**src/rtl/checker_pkg.sv**
```systemverilog
// Shared definitions for the checker arbiter: FSM states, framing characters
// and the verdict codes returned by the cpu_checker.
package checker_pkg;

  typedef enum logic [1:0] {
    ST_IDLE   = 2'd0,
    ST_BUSY   = 2'd1,
    ST_WAIT   = 2'd2,
    ST_REPORT = 2'd3
  } state_t;

  localparam logic [7:0] CH_START = 8'h5E;  // '^'
  localparam logic [7:0] CH_END   = 8'h23;  // '#'
  localparam logic [7:0] CH_IDLE  = 8'h00;

  localparam logic [1:0] FMT_INVALID  = 2'd0;
  localparam logic [1:0] FMT_REGISTER = 2'd1;
  localparam logic [1:0] FMT_MEMORY   = 2'd2;

  // Any nonzero verdict counts as a successfully parsed record.
  function automatic logic fmt_is_ok(input logic [1:0] fmt);
    return fmt != FMT_INVALID;
  endfunction

endpackage

```
**src/rtl/rr_arb2.sv**
```systemverilog
// Two-way round-robin grant: on a tie the requester not granted most recently
// wins; the last-grant memory updates on every grant.
module rr_arb2 (
  input  logic       clk,
  input  logic       reset,
  input  logic [1:0] req,
  output logic       gnt_valid,
  output logic       gnt_id
);

  logic last_reg, last_next;

  always_comb begin
    gnt_id = 1'b0;
    case (req)
      2'b01:   gnt_id = 1'b0;
      2'b10:   gnt_id = 1'b1;
      2'b11:   gnt_id = ~last_reg;
      default: gnt_id = 1'b0;
    endcase
    gnt_valid = |req;
    last_next = gnt_valid ? gnt_id : last_reg;
  end

  // Reset value 1 makes requester 0 win the first tie.
  always_ff @(posedge clk) begin
    if (!reset) begin
      last_reg <= 1'b1;
    end else begin
      last_reg <= last_next;
    end
  end

endmodule

```
**src/rtl/checker_arbiter.sv**
```systemverilog
// Shares one cpu_checker between two character-stream requesters: grants a
// record on '^', forwards it to the checker, and reports the verdict per owner.
module checker_arbiter
  import checker_pkg::*;
#(
  parameter int MAX_LEN = 64
) (
  input  logic       clk,
  input  logic       reset,
  input  logic       req0_valid,
  input  logic       req1_valid,
  input  logic [7:0] req0_char,
  input  logic [7:0] req1_char,
  output logic       req0_ready,
  output logic       req1_ready,
  output logic [7:0] chk_char,
  input  logic [1:0] chk_format,
  output logic       res_valid,
  output logic       res_src,
  output logic [1:0] res_format,
  output logic [7:0] ok_cnt0,
  output logic [7:0] ok_cnt1
);

  localparam int LEN_W = $clog2(MAX_LEN) + 1;
  // Characters counted after '^'; at this value the incoming one is the last allowed.
  localparam logic [LEN_W-1:0] LEN_LAST = LEN_W'(MAX_LEN - 2);

  state_t           state_reg, state_next;
  logic [7:0]       chk_char_reg, chk_char_next;
  logic             owner_reg, owner_next;
  logic             abort_reg, abort_next;
  logic [LEN_W-1:0] len_reg, len_next;
  logic [1:0]       fmt_reg, fmt_next;
  logic             res_valid_reg, res_valid_next;
  logic             res_src_reg, res_src_next;
  logic [1:0]       res_format_reg, res_format_next;
  logic [7:0]       ok_cnt_reg [2];
  logic [1:0]       ok_inc;

  logic [1:0]       req_valid;
  logic [1:0][7:0]  req_char;
  logic [1:0]       ready;
  logic [1:0]       start_req;
  logic             grant_valid;
  logic             grant_id;
  logic             own_fire;
  logic [7:0]       own_char;

  assign req_valid = {req1_valid, req0_valid};
  assign req_char  = {req1_char, req0_char};

  for (genvar gi = 0; gi < 2; gi++) begin : g_req
    assign ready[gi] = reset &&
                       (((state_reg == ST_IDLE) && req_valid[gi]) ||
                        ((state_reg == ST_BUSY) && (owner_reg == 1'(gi))));
    assign start_req[gi] = (state_reg == ST_IDLE) && req_valid[gi] &&
                           (req_char[gi] == CH_START);
  end

  rr_arb2 u_rr_arb2 (
    .clk       (clk),
    .reset     (reset),
    .req       (start_req),
    .gnt_valid (grant_valid),
    .gnt_id    (grant_id)
  );

  // In BUSY the owner always sees ready, so its valid alone is the handshake.
  assign own_fire = req_valid[owner_reg];
  assign own_char = req_char[owner_reg];

  always_comb begin
    state_next      = state_reg;
    chk_char_next   = CH_IDLE;
    owner_next      = owner_reg;
    abort_next      = abort_reg;
    len_next        = len_reg;
    fmt_next        = fmt_reg;
    res_valid_next  = 1'b0;
    res_src_next    = res_src_reg;
    res_format_next = res_format_reg;
    ok_inc          = 2'b00;

    case (state_reg)
      ST_IDLE: begin
        if (grant_valid) begin
          chk_char_next = CH_START;
          owner_next    = grant_id;
          abort_next    = 1'b0;
          len_next      = '0;
          state_next    = ST_BUSY;
        end
      end
      ST_BUSY: begin
        if (own_fire) begin
          chk_char_next = own_char;
          len_next      = len_reg + LEN_W'(1);
          if (own_char == CH_END) begin
            state_next = ST_WAIT;
          end else if (len_reg == LEN_LAST) begin
            abort_next = 1'b1;
            state_next = ST_WAIT;
          end
        end else begin
          // Bubble: the checker sees a NUL, so the verdict cannot be trusted.
          abort_next = 1'b1;
        end
      end
      ST_WAIT: begin
        fmt_next   = chk_format;
        state_next = ST_REPORT;
      end
      ST_REPORT: begin
        res_valid_next  = 1'b1;
        res_src_next    = owner_reg;
        res_format_next = abort_reg ? FMT_INVALID : fmt_reg;
        if (!abort_reg && fmt_is_ok(fmt_reg)) begin
          ok_inc[owner_reg] = 1'b1;
        end
        state_next = ST_IDLE;
      end
      default: state_next = ST_IDLE;
    endcase
  end

  always_ff @(posedge clk) begin
    if (!reset) begin
      state_reg      <= ST_IDLE;
      chk_char_reg   <= CH_IDLE;
      owner_reg      <= 1'b0;
      abort_reg      <= 1'b0;
      len_reg        <= '0;
      fmt_reg        <= FMT_INVALID;
      res_valid_reg  <= 1'b0;
      res_src_reg    <= 1'b0;
      res_format_reg <= FMT_INVALID;
    end else begin
      state_reg      <= state_next;
      chk_char_reg   <= chk_char_next;
      owner_reg      <= owner_next;
      abort_reg      <= abort_next;
      len_reg        <= len_next;
      fmt_reg        <= fmt_next;
      res_valid_reg  <= res_valid_next;
      res_src_reg    <= res_src_next;
      res_format_reg <= res_format_next;
    end
  end

  for (genvar gi = 0; gi < 2; gi++) begin : g_cnt
    always_ff @(posedge clk) begin
      if (!reset) begin
        ok_cnt_reg[gi] <= 8'd0;
      end else if (ok_inc[gi]) begin
        ok_cnt_reg[gi] <= ok_cnt_reg[gi] + 8'd1;
      end
    end
  end

  assign req0_ready = ready[0];
  assign req1_ready = ready[1];
  assign chk_char   = chk_char_reg;
  assign res_valid  = res_valid_reg;
  assign res_src    = res_src_reg;
  assign res_format = res_format_reg;
  assign ok_cnt0    = ok_cnt_reg[0];
  assign ok_cnt1    = ok_cnt_reg[1];

endmodule

```
**config.mk**
```make
export PLATFORM = sky130hd
export DESIGN_NAME = checker_arbiter
export DESIGN_NICKNAME = d
export VERILOG_FILES = /design/src/rtl/checker_pkg.sv /design/src/rtl/rr_arb2.sv /design/src/rtl/checker_arbiter.sv
export SDC_FILE = /design/constraint.sdc
export NUM_CORES = 1
export LEC_CHECK = 0
export BUFFER_PORTS_ARGS = -buffer_cell sky130_fd_sc_hd__buf_2
export CELL_PAD_IN_SITES_DETAIL_PLACEMENT = 0
export CELL_PAD_IN_SITES_GLOBAL_PLACEMENT = 1
export CORE_MARGIN = 3
export CORE_UTILIZATION = 40
export DETAILED_ROUTE_END_ITERATION = 8
export GPL_ROUTABILITY_DRIVEN = 0
export PLACE_DENSITY = 0.82
export SLEW_MARGIN = 15
export SYNTH_ARGS = -nofsm -noshare
export SYNTH_HDL_FRONTEND = slang
export SYNTH_HIERARCHICAL = 1
export SYNTH_SLANG_ARGS = --single-unit
```
**constraint.sdc**
```tcl
create_clock -name clk -period 3.4 [get_ports clk]
set_input_delay 0.68 -clock clk [delete_from_list [all_inputs] [get_ports clk]]
set_output_delay 0.68 -clock clk [all_outputs]
set_load 0.005 [all_outputs]
```
==> reports/qor.yml, run 1 <==
status: "finished, final reports clean"
cellLeakagePower_nw: 1.02
grt_pass1_vias: 1647
drc: 0
setup_viol: 0
routed_wl_um: 4430
clk_pin_slew_ns: 0.07
wirelength_met1_um: 2140
htreeDepth: 2
cp_slowest_cell: "nor4b_1"
worst_pin_slew_ns: 0.683
hold_violations: 0
p_comb_share_pct: 17.6
track_usage_pct: 15.2
antenna_found_initial: 0
final_cell_count_no_fill: 349
synth_edf_count: 16
wl_met3_um: 237
cts_tree: "done"
end_kind: "flop"
fin_tns_setup_ns: 0
r2r_cells: 10
path_cells: "inv_1 -> ha_1 -> nand4b_1 -> nor4b_1 -> or2_1 -> or2b_2 -> o21ai_2 -> or3b_4 -> or3_1 -> a21oi_1"
drtAntennaViolNets: 0
fmax_ghz: 0.364
globalRoute.totalOverflow: 0
hold_buffers: 0
largest_reg_flops: 16
slowest_delay_ns: 0.43
ir_drop_uv: 168
syn-cell-area_sq_um: 2140
fp-row-count: 26
dr.first_iter.drc_count: 71
cts_made_buffers: 5
grt_max_degree: 18
ys_types: 43
io_buffers: 51
syn2layout_area_growth_pct: 18.7
mostFrequentLayoutCells: "51 x buf_2, 38 x nor2_1, 26 x dfxtp_1, 17 x nand2_1, 16 x edfxtp_1"
syn_nets: 257
cts.path.max_buffers: 2
ys_ff_latch: 42
critPathLaunchType: "flop"
postCtsSetupBuffers: 0
worst-path-stages: 10
synth-main-ff-cell: "dfxtp_1"
crit_path_max_fanout: 9
slew_viol_final: 0
antenna-diode-count: 0
die_area_sq_um: 6280
synth_cells: 226
holdPathStages: 2
crit_family: "simple AND/OR/NAND/NOR gates"
cts.sinks: 42
drive_gt1_share_pct: 25.8
async_flop_share_pct: 0
syn_area_per_cell_sq_um: 9.49
wire_per_inst_um: 12.7
ys.warnings.count: 6
p_clk_share_pct: 28.9
cp.required_ns: 3.62
cell_internal_pwr_uw: 747
post-place-cells: 342
fin_crit_ns: 2.75
p_switching_uw: 285
die_h_um: 79.2
route.met2.wl_um: 2030
clk_latency_ns: 0.29
seq_power_share_pct: 53.5
routed.top_layer: "met4"
switching_share_pct: 27.6
ios: 52
fin_nets: 310
worstSetupPathType: "reg -> reg"
dp_hpwl_um: 3440
relSlewSlack_pct: 54.4
grt_pass1_wl_um: 7530
critPathBufInv: 1
fp.dieW_um: 79.2
cp_data_arrival_time_ns: 2.97
cts-resized-gates: 0
core-area_sq_um: 5140
initial_core_util_pct: 41.7
hp-class: "reg -> reg"
period_share_pct: 80.8
root_buffer: "clkbuf_8"
fin_worst_skew_ns: 0.00522
firstDrtPassIters: 4
maxCapViolations: 0
dr_total_vias: 1753
layout_commonest_cell: "buf_2"
viasPerCell: 5.02
yosysSeqAreaShare_pct: 46.7
nFillCells: 534
rsz0062_at_grt: "false"
powerDensity_nw_per_um2: 405
==> cell families (layout without fill, tap and decap cells) <==
| logic type | Yosys count | in the layout | share of synthesized area [%] |
|---|---|---|---|
| AO/OA/AOI/OAI | 32 | 32 | 8.81 |
| XOR/XNOR | 15 | 15 | 6.13 |
| adder cells (fa/ha/maj) | 9 | 9 | 5.25 |
| buffers and inverters | 14 | 67 | 2.86 |
| flip-flops | 42 | 42 | 46.7 |
| multiplexers | 12 | 12 | 6.13 |
| AND/OR/NAND/NOR | 102 | 102 | 24.2 |
==> routing by layer <==
layer | global-route usage, % | up-vias
li1 | - | 893
met1 | 20.2 | 810
met2 | 24.1 | 48
met3 | 4.20 | 2
met4 | 4.12 | 0
met5 | 0 | -
==> metrics by stage <==
stage	power (mW)	hold WS [ns]	util [%]	area, sq um	setup WS (ns)
6_report	1.03	0.502	49.5	2550	0.652
5_1_grt	1.09	0.519	49.5	2550	0.353
4_1_cts	1.05	0.500	49.5	2550	0.645
3_5_place_dp	0.747	0.471	48.0	2470	0.616
3_3_place_gp	0.746	0.467	48.0	2470	0.676
2_1_floorplan	0.685	0.462	-	2140	0.912
==> synthesized netlist by cell type (3+ instances only) <==
library cell / n / area (sq um)
mux2_2: 5 / 56.3
nor2b_1: 3 / 18.8
nand4_1: 3 / 18.8
mux2i_1: 6 / 60.1
xor2_1: 9 / 78.8
and3_1: 5 / 31.3
a22oi_1: 3 / 22.5
nor2_1: 38 / 143
nand2_1: 17 / 63.8
a21oi_1: 13 / 65.1
xnor2_1: 6 / 52.6
edfxtp_1: 16 / 480
nand4b_1: 3 / 26.3
inv_1: 7 / 26.3
nand3_1: 10 / 50.1
dfxtp_1: 26 / 521
nand2b_1: 3 / 18.8
nor3_1: 4 / 20.0
nor4b_1: 3 / 26.3
o21ai_0: 8 / 40.0
ha_1: 9 / 113
clkbuf_1: 5 / 18.8
==> worst paths after layout <==
check / start / end / slack, ns
max: state_reg[0]$_SDFFE_PN0P_ / len_reg[4]$_SDFFE_PN0P_ / 0.65
min: res_src$_SDFFE_PN0P_ / res_src$_SDFFE_PN0P_ / 0.50
max reg2reg: state_reg[0]$_SDFFE_PN0P_ / len_reg[4]$_SDFFE_PN0P_ / 0.65
min reg2reg: res_src$_SDFFE_PN0P_ / res_src$_SDFFE_PN0P_ / 0.50
==> cell type report <==
| cell class | count | area (sq um) | area share, % |
|---|---|---|---|
| Timing Repair Buffer | 53 | 270 | 10.6 |
| Clock buffer | 5 | 68.8 | 2.70 |
| Tap cell | 70 | 87.6 | 3.44 |
| Sequential cell | 42 | 1000 | 39.3 |
| Multi-Input combinational cell | 170 | 1080 | 42.5 |
| Inverter | 7 | 26.3 | 1.03 |
| Clock inverter | 2 | 10.0 | 0.393 |
==> power by group through the flow <==
stage | Sequential, mW | Clock (mW) | Combinational, mW
after CTS | 0.552 | 0.312 | 0.185
after global placement | 0.562 | 0 | 0.184
after detailed placement | 0.564 | 0 | 0.183
after global routing | 0.555 | 0.327 | 0.209
final | 0.552 | 0.298 | 0.182
after floorplan | 0.563 | 0 | 0.122
==> worst min-delay path, cell delays in order, from the launching register on <==
cell	delay (ns)
dfxtp_1	0.32
nand2b_1	0.07
a21oi_1	0.06
Note: power is estimated with default switching activity, not from simulation.
==> run 2: changes to the inputs <==
==> constraint.sdc (replaced) <==
create_clock -name clk -period 2.68 [get_ports clk]
set_input_delay 0.536 -clock clk [delete_from_list [all_inputs] [get_ports clk]]
set_output_delay 0.536 -clock clk [all_outputs]
set_load 0.005 [all_outputs]
==> reports/qor.yml, run 2 (synthesis results as in run 1) <==
crit_family: "simple AND/OR/NAND/NOR gates"
globalRoute.totalOverflow: 0  # unchanged
root_buffer: "clkbuf_8"
relSlewSlack_pct: 63.6  # +9.2 points
cts.path.max_buffers: 2  # unchanged
seq_power_share_pct: 45.1  # -8.4 points
drive_gt1_share_pct: 27.2  # +1.4 points
syn2layout_area_growth_pct: 23.0
dr_total_vias: 1726  # -1.5%
clk_latency_ns: 0.29  # about the same
cp.required_ns: 2.90  # -0.72 ns
cp_data_arrival_time_ns: 2.75  # -0.22 ns
p_switching_uw: 376  # +32%
die_area_sq_um: 6280  # unchanged
setup_ws_ns: 0.154  # -0.499 ns
fin_nets: 313  # +0.97%
fin_crit_ns: 2.53  # -0.221 ns
viasPerCell: 4.89  # -2.7%
cell_internal_pwr_mw: 1.18  # +58%
nFillCells: 527  # -1.3%
setup_viol: 0  # unchanged
r2r_cells: 10  # unchanged
switching_share_pct: 24.2  # -3.4 points
largest_reg_flops: 16  # unchanged
dr.first_iter.drc_count: 66  # -7.0%
slew_viol_final: 0  # unchanged
powerDensity_nw_per_um2: 589  # +45%
grt_pass1_vias: 1624  # -1.4%
cts.sinks: 42  # unchanged
drc: 0  # unchanged
track_usage_pct: 14.9  # -0.27 points
dpl_worst_slack_ns: 0.120  # -0.495 ns
mostFrequentLayoutCells: "51 x buf_2, 38 x nor2_1, 26 x dfxtp_1, 17 x nand2_1, 16 x edfxtp_1"
ir_drop_uv: 221  # +32%
ios: 52  # unchanged
wire_per_inst_um: 12.5  # -1.4%
fp-row-count: 26  # unchanged
fin_worst_skew_ns: 0.00505  # -0.000165 ns
drtAntennaViolNets: 0  # unchanged
worst_pin_slew_ns: 0.540  # -0.143 ns
maxCapViolations: 0  # unchanged
grt_pass1_wl_um: 7450  # -1.1%
postCtsSetupBuffers: 0  # unchanged
critPathBufInv: 1  # unchanged
period_share_pct: 94.3  # +13 points
firstDrtPassIters: 4  # unchanged
antenna-diode-count: 0  # unchanged
htreeDepth: 2  # unchanged
io_buffers: 51  # unchanged
grt_max_degree: 14  # -4
die_h_um: 79.2  # unchanged
routed_wl_um: 4420  # -0.23%
worstSetupPathType: "reg -> reg"
cts_made_buffers: 5  # unchanged
end_kind: "flop"
hold_violations: 0  # unchanged
clk_pin_slew_ns: 0.08  # about the same
cellLeakagePower_nw: 1.06  # +4.3%
antenna_found_initial: 0  # unchanged
path_cells: "inv_1 -> ha_1 -> nand4b_1 -> nor4b_2 -> or2_1 -> or2b_2 -> o21ai_2 -> or3b_4 -> or3_1 -> a21oi_1"
holdPathStages: 2  # unchanged
p_comb_share_pct: 15.6  # -2.0 points
slowest_delay_ns: 0.40  # -0.03 ns
worst-path-stages: 10  # unchanged
critPathLaunchType: "flop"
hp-class: "reg -> reg"
hold_buffers: 0  # unchanged
dp_hpwl_um: 3330  # -3.1%
cts-resized-gates: 0  # unchanged
fmax_ghz: 0.396  # +8.8%
status: "finished, final reports clean"
initial_core_util_pct: 41.7  # unchanged
cp_slowest_cell: "or3b_4"
p_clk_share_pct: 39.3  # +10 points
fp.dieW_um: 79.2  # unchanged
layout_commonest_cell: "buf_2"
cts_tree: "done"
whs_ns: 0.475  # -0.0267 ns
core-area_sq_um: 5140  # unchanged
crit_path_max_fanout: 5  # -4
==> run 2: cell count changes in the layout (fill, tap and decap cells not counted), sizes merged <==
cell / delta
buf: +3
bufinv: +2
clkinv: -2
clkbuf: +1
==> run 2: layout make-up <==
class	count	area [sq um]	area share (%)
clock inverter	2	60.1	2.28
sequential	42	1000	37.9
inverter	7	26.3	0.996
tap	70	87.6	3.32
multi-input combinational	170	1090	41.3
timing repair buffer	56	293	11.1
clock buffer	6	82.6	3.13
==> run 2: through the flow <==
step                cell area [sq um]  setup TNS (ns)  total power [mW]  cells  util, %
finish                           2640               0              1.55    353     51.3
global route                     2640         -0.0586              1.64    353     51.3
CTS                              2630               0              1.57    353     51.2
detailed placement               2490               0             0.956    345     48.4
global placement                 2490               0             0.953    345     48.4
floorplan                        2140               0             0.869    226        -
==> run 2: worst min-delay path: stages (launching register included) <==
cell and delay [ns]:
dfxtp_1 0.32, nand2b_1 0.06, a21oi_1 0.06
==> run 2: worst paths after layout <==
| kind | startpoint | endpoint | slack (ns) |
|---|---|---|---|
| max | state_reg[0]$_SDFFE_PN0P_ | len_reg[6]$_SDFFE_PN0P_ | 0.15 |
| min | res_src$_SDFFE_PN0P_ | res_src$_SDFFE_PN0P_ | 0.47 |
| max reg2reg | state_reg[0]$_SDFFE_PN0P_ | len_reg[6]$_SDFFE_PN0P_ | 0.15 |
| min reg2reg | res_src$_SDFFE_PN0P_ | res_src$_SDFFE_PN0P_ | 0.47 |
==> run 2: per-layer routing <==
layer / vias to the layer above / track usage (%) / routed length [um]
met4: 0 / 4.64 / 58
li1: 901 / - / -
met2: 42 / 23.3 / 2000
met5: - / 0 / 0
met3: 6 / 3.74 / 247
met1: 777 / 20.1 / 2120
==> run 2: power groups by stage <==
stage	Combinational, mW	Clock [mW]	Sequential, mW
final	0.242	0.611	0.700
after global routing	0.274	0.657	0.704
after CTS	0.242	0.631	0.700
after detailed placement	0.241	0	0.715
after global placement	0.240	0	0.713
after floorplan	0.155	0	0.714
==> run 3: changes to the inputs <==
--- a/config.mk
+++ b/config.mk
@@ -12,9 +12,9 @@
 export CORE_UTILIZATION = 40
 export DETAILED_ROUTE_END_ITERATION = 8
 export GPL_ROUTABILITY_DRIVEN = 0
+export GPL_TIMING_DRIVEN = 1
 export PLACE_DENSITY = 0.82
 export SLEW_MARGIN = 15
 export SYNTH_ARGS = -nofsm -noshare
 export SYNTH_HDL_FRONTEND = slang
-export SYNTH_HIERARCHICAL = 1
 export SYNTH_SLANG_ARGS = --single-unit
==> reports/qor.yml, run 3 <==
powerDensity_nw_per_um2: 542  # -8.0%
drtAntennaViolNets: 0  # unchanged
wl_met3_um: 215  # -13%
dr_total_vias: 1733  # +0.41%
switching_share_pct: 26.7  # +2.5 points
root_buffer: "clkbuf_8"
fmax_ghz: 0.447  # +13%
die_h_um: 79.9  # +0.86%
rsz0062_at_grt: "false"
ys.warnings.count: 0  # -6
slew_viol_final: 0  # unchanged
clk_pin_slew_ns: 0.08  # about the same
synth_edf_count: 16  # unchanged
synth_area_leaders: "dfxtp_1 24%, edfxtp_1 22%, ha_1 5.2%"
ios: 52  # unchanged
ys_types: 45  # +4.7%
p_total_mw: 1.42  # -8.4%
synth_simple_gate_area_share_pct: 23.7  # -0.50 points
end_kind: "flop"
dr.first_iter.drc_count: 75  # +14%
cts.sinks: 42  # unchanged
cellLeakagePower_nw: 1.06  # about the same
syn2layout_area_growth_pct: 20.3
hold_violations: 0  # unchanged
async_flop_share_pct: 0  # unchanged
setup_viol: 0  # unchanged
fin_worst_skew_ns: 0.00280  # -0.00225 ns
nFillCells: 496  # -5.9%
track_usage_pct: 15.7  # +0.79 points
status: "finished, final reports clean"
wire_per_inst_um: 13.1  # +4.9%
globalRoute.totalOverflow: 0  # unchanged
firstDrtPassIters: 4  # unchanged
syn-cell-area_sq_um: 2180  # +1.9%
seq_power_share_pct: 48.9  # +3.8 points
mostFrequentLayoutCells: "51 x buf_2, 26 x nor2_1, 26 x dfxtp_1, 22 x nand2_1, 16 x edfxtp_1"
routed_wl_um: 4610  # +4.3%
crit_path_max_fanout: 12  # +7
synth_top_family_by_area: "simple AND/OR/NAND/NOR gates"
maxCapViolations: 0  # unchanged
fin_area_sq_um: 2630  # -0.43%
antenna_found_initial: 0  # unchanged
p_clk_share_pct: 35.7  # -3.6 points
cts_made_buffers: 5  # unchanged
core-area_sq_um: 5200  # +1.3%
die_area_sq_um: 6380  # +1.7%
worstSetupPathType: "reg -> reg"
drive_gt1_share_pct: 26.0  # -1.2 points
grt_pass1_wl_um: 7910  # +6.2%
syn_nets: 257  # unchanged
synth_cells: 226  # unchanged
fin_nets: 311  # -0.64%
cp.required_ns: 2.91  # about the same
fin_crit_ns: 2.24  # -0.287 ns
cell_internal_pwr_mw: 1.04  # -11%
postPlaceCellArea_sq_um: 2510  # +1.0%
ys_ff_latch: 42  # unchanged
p_switching_uw: 380  # +0.94%
drc: 0  # unchanged
synth_top_area_share_pct: 23.8  # -0.44 points
clk_latency_ns: 0.29  # about the same
critPathLaunchType: "flop"
period_share_pct: 83.5  # -11 points
cp_data_arrival_time_ns: 2.47  # -0.28 ns
worst_pin_slew_ns: 0.722  # +0.182 ns
syn_area_per_cell_sq_um: 9.67  # +1.9%
largest_reg_flops: 16  # unchanged
grt_pass1_vias: 1707  # +5.1%
layout_commonest_cell: "buf_2"
synth-compound-area-share_pct: 10.9  # +2.1 points
ir_drop_uv: 225  # +1.5%
relSlewSlack_pct: 51.6  # -12 points
route.met2.wl_um: 2020  # +0.75%
yosysTopAreaCell: "dfxtp_1"
yosys-mux-area-fraction_pct: 6.30  # +0.17 points
viasPerCell: 4.94  # +0.98%
fin_tns_setup_ns: 0  # unchanged
fp.dieW_um: 79.9  # +0.86%
cts.path.max_buffers: 2  # unchanged
htreeDepth: 2  # unchanged
p_comb_share_pct: 15.4  # -0.2 points
fp-row-count: 26  # unchanged
antenna-diode-count: 0  # unchanged
synth-main-ff-cell: "dfxtp_1"
wirelength_met1_um: 2300  # +8.7%
cts_tree: "done"
cts-resized-gates: 0  # unchanged
initial_core_util_pct: 42.0  # +0.25 points
hp-class: "reg -> reg"
io_buffers: 51  # unchanged
ys_top_cells_by_count: "26 x dfxtp_1, 26 x nor2_1, 22 x nand2_1"
routed.top_layer: "met4"
hold_buffers: 0  # unchanged
synth_xor_area_share_pct: 5.21  # -0.91 points
grt_max_degree: 22  # +8
synthAdderAreaFrac_pct: 5.15  # -0.096 points
dp_hpwl_um: 3490  # +5.0%
yosysSeqAreaShare_pct: 45.8  # -0.86 points
postCtsSetupBuffers: 0  # unchanged
## run 3: cell count changes after synthesis, moves of 3 or more
cell | before | now
a21boi_0 | 0 | 3
nand2_1 | 17 | 22
nand2b_1 | 3 | 6
nor2_1 | 38 | 26
nor2b_1 | 3 | 6
nor3_1 | 4 | 0
o22ai_1 | 0 | 3
xnor2_1 | 6 | 2
## run 3: metrics by stage
step                hold WS, ns  instances  setup WS [ns]  utilization [%]
floorplan                 0.445        226          0.661                -
global placement          0.463        343          0.535             48.3
detailed placement        0.466        343          0.469             48.3
CTS                       0.478        351          0.421             50.5
global route              0.506        351          0.204             50.5
finish                    0.478        351          0.441             50.5
## run 3: worst max-delay path, cell delays in order (launching register included)
cell	delay, ns
dfxtp_1	0.34
inv_1	0.11
ha_1	0.32
nand2_2	0.12
nor4_4	0.38
o31ai_2	0.21
or4_1	0.54
a21oi_1	0.14
## run 3: cell families after synthesis
family,after synthesis
AND/OR/NAND/NOR,97
adder cells (fa/ha/maj),9
XOR/XNOR,13
multiplexers,13
flip-flops,42
AO/OA/AOI/OAI,37
buffers and inverters,15
## run 3: power by group through the flow
stage | clock, mW | sequential (mW) | combinational (mW)
6_report | 0.508 | 0.696 | 0.219
5_1_grt | 0.545 | 0.699 | 0.249
4_1_cts | 0.519 | 0.696 | 0.220
3_5_place_dp | 0 | 0.711 | 0.218
3_3_place_gp | 0 | 0.710 | 0.219
2_1_floorplan | 0 | 0.710 | 0.152
## run 3: final timing paths
kind | from | end | slack (ns) | cells after the start
worst max register to register | state_reg[0]$_SDFFE_PN0P_ | len_reg[6]$_SDFFE_PN0P_ | 0.44 | 7
worst min register to register | res_src$_SDFFE_PN0P_ | res_src$_SDFFE_PN0P_ | 0.48 | 2
worst max-delay path | state_reg[0]$_SDFFE_PN0P_ | len_reg[6]$_SDFFE_PN0P_ | 0.44 | 7
worst min-delay path | res_src$_SDFFE_PN0P_ | res_src$_SDFFE_PN0P_ | 0.48 | 2
## run 3: layer usage
metal / vias up / GRT usage, %
met3: 11 / 4.51
met1: 779 / 21.1
met5: - / 0
met4: 0 / 5.57
met2: 36 / 23.8
li1: 907 / -
## run 3: cell type report
class / count / area (sq um) / share of cell area [%]
tap: 70 / 87.6 / 3.33
clock inverter: 3 / 43.8 / 1.67
multi-input combinational: 169 / 1120 / 42.6
timing repair buffer: 54 / 278 / 10.6
inverter: 8 / 30.0 / 1.14
sequential: 42 / 1000 / 38.1
clock buffer: 5 / 68.8 / 2.62
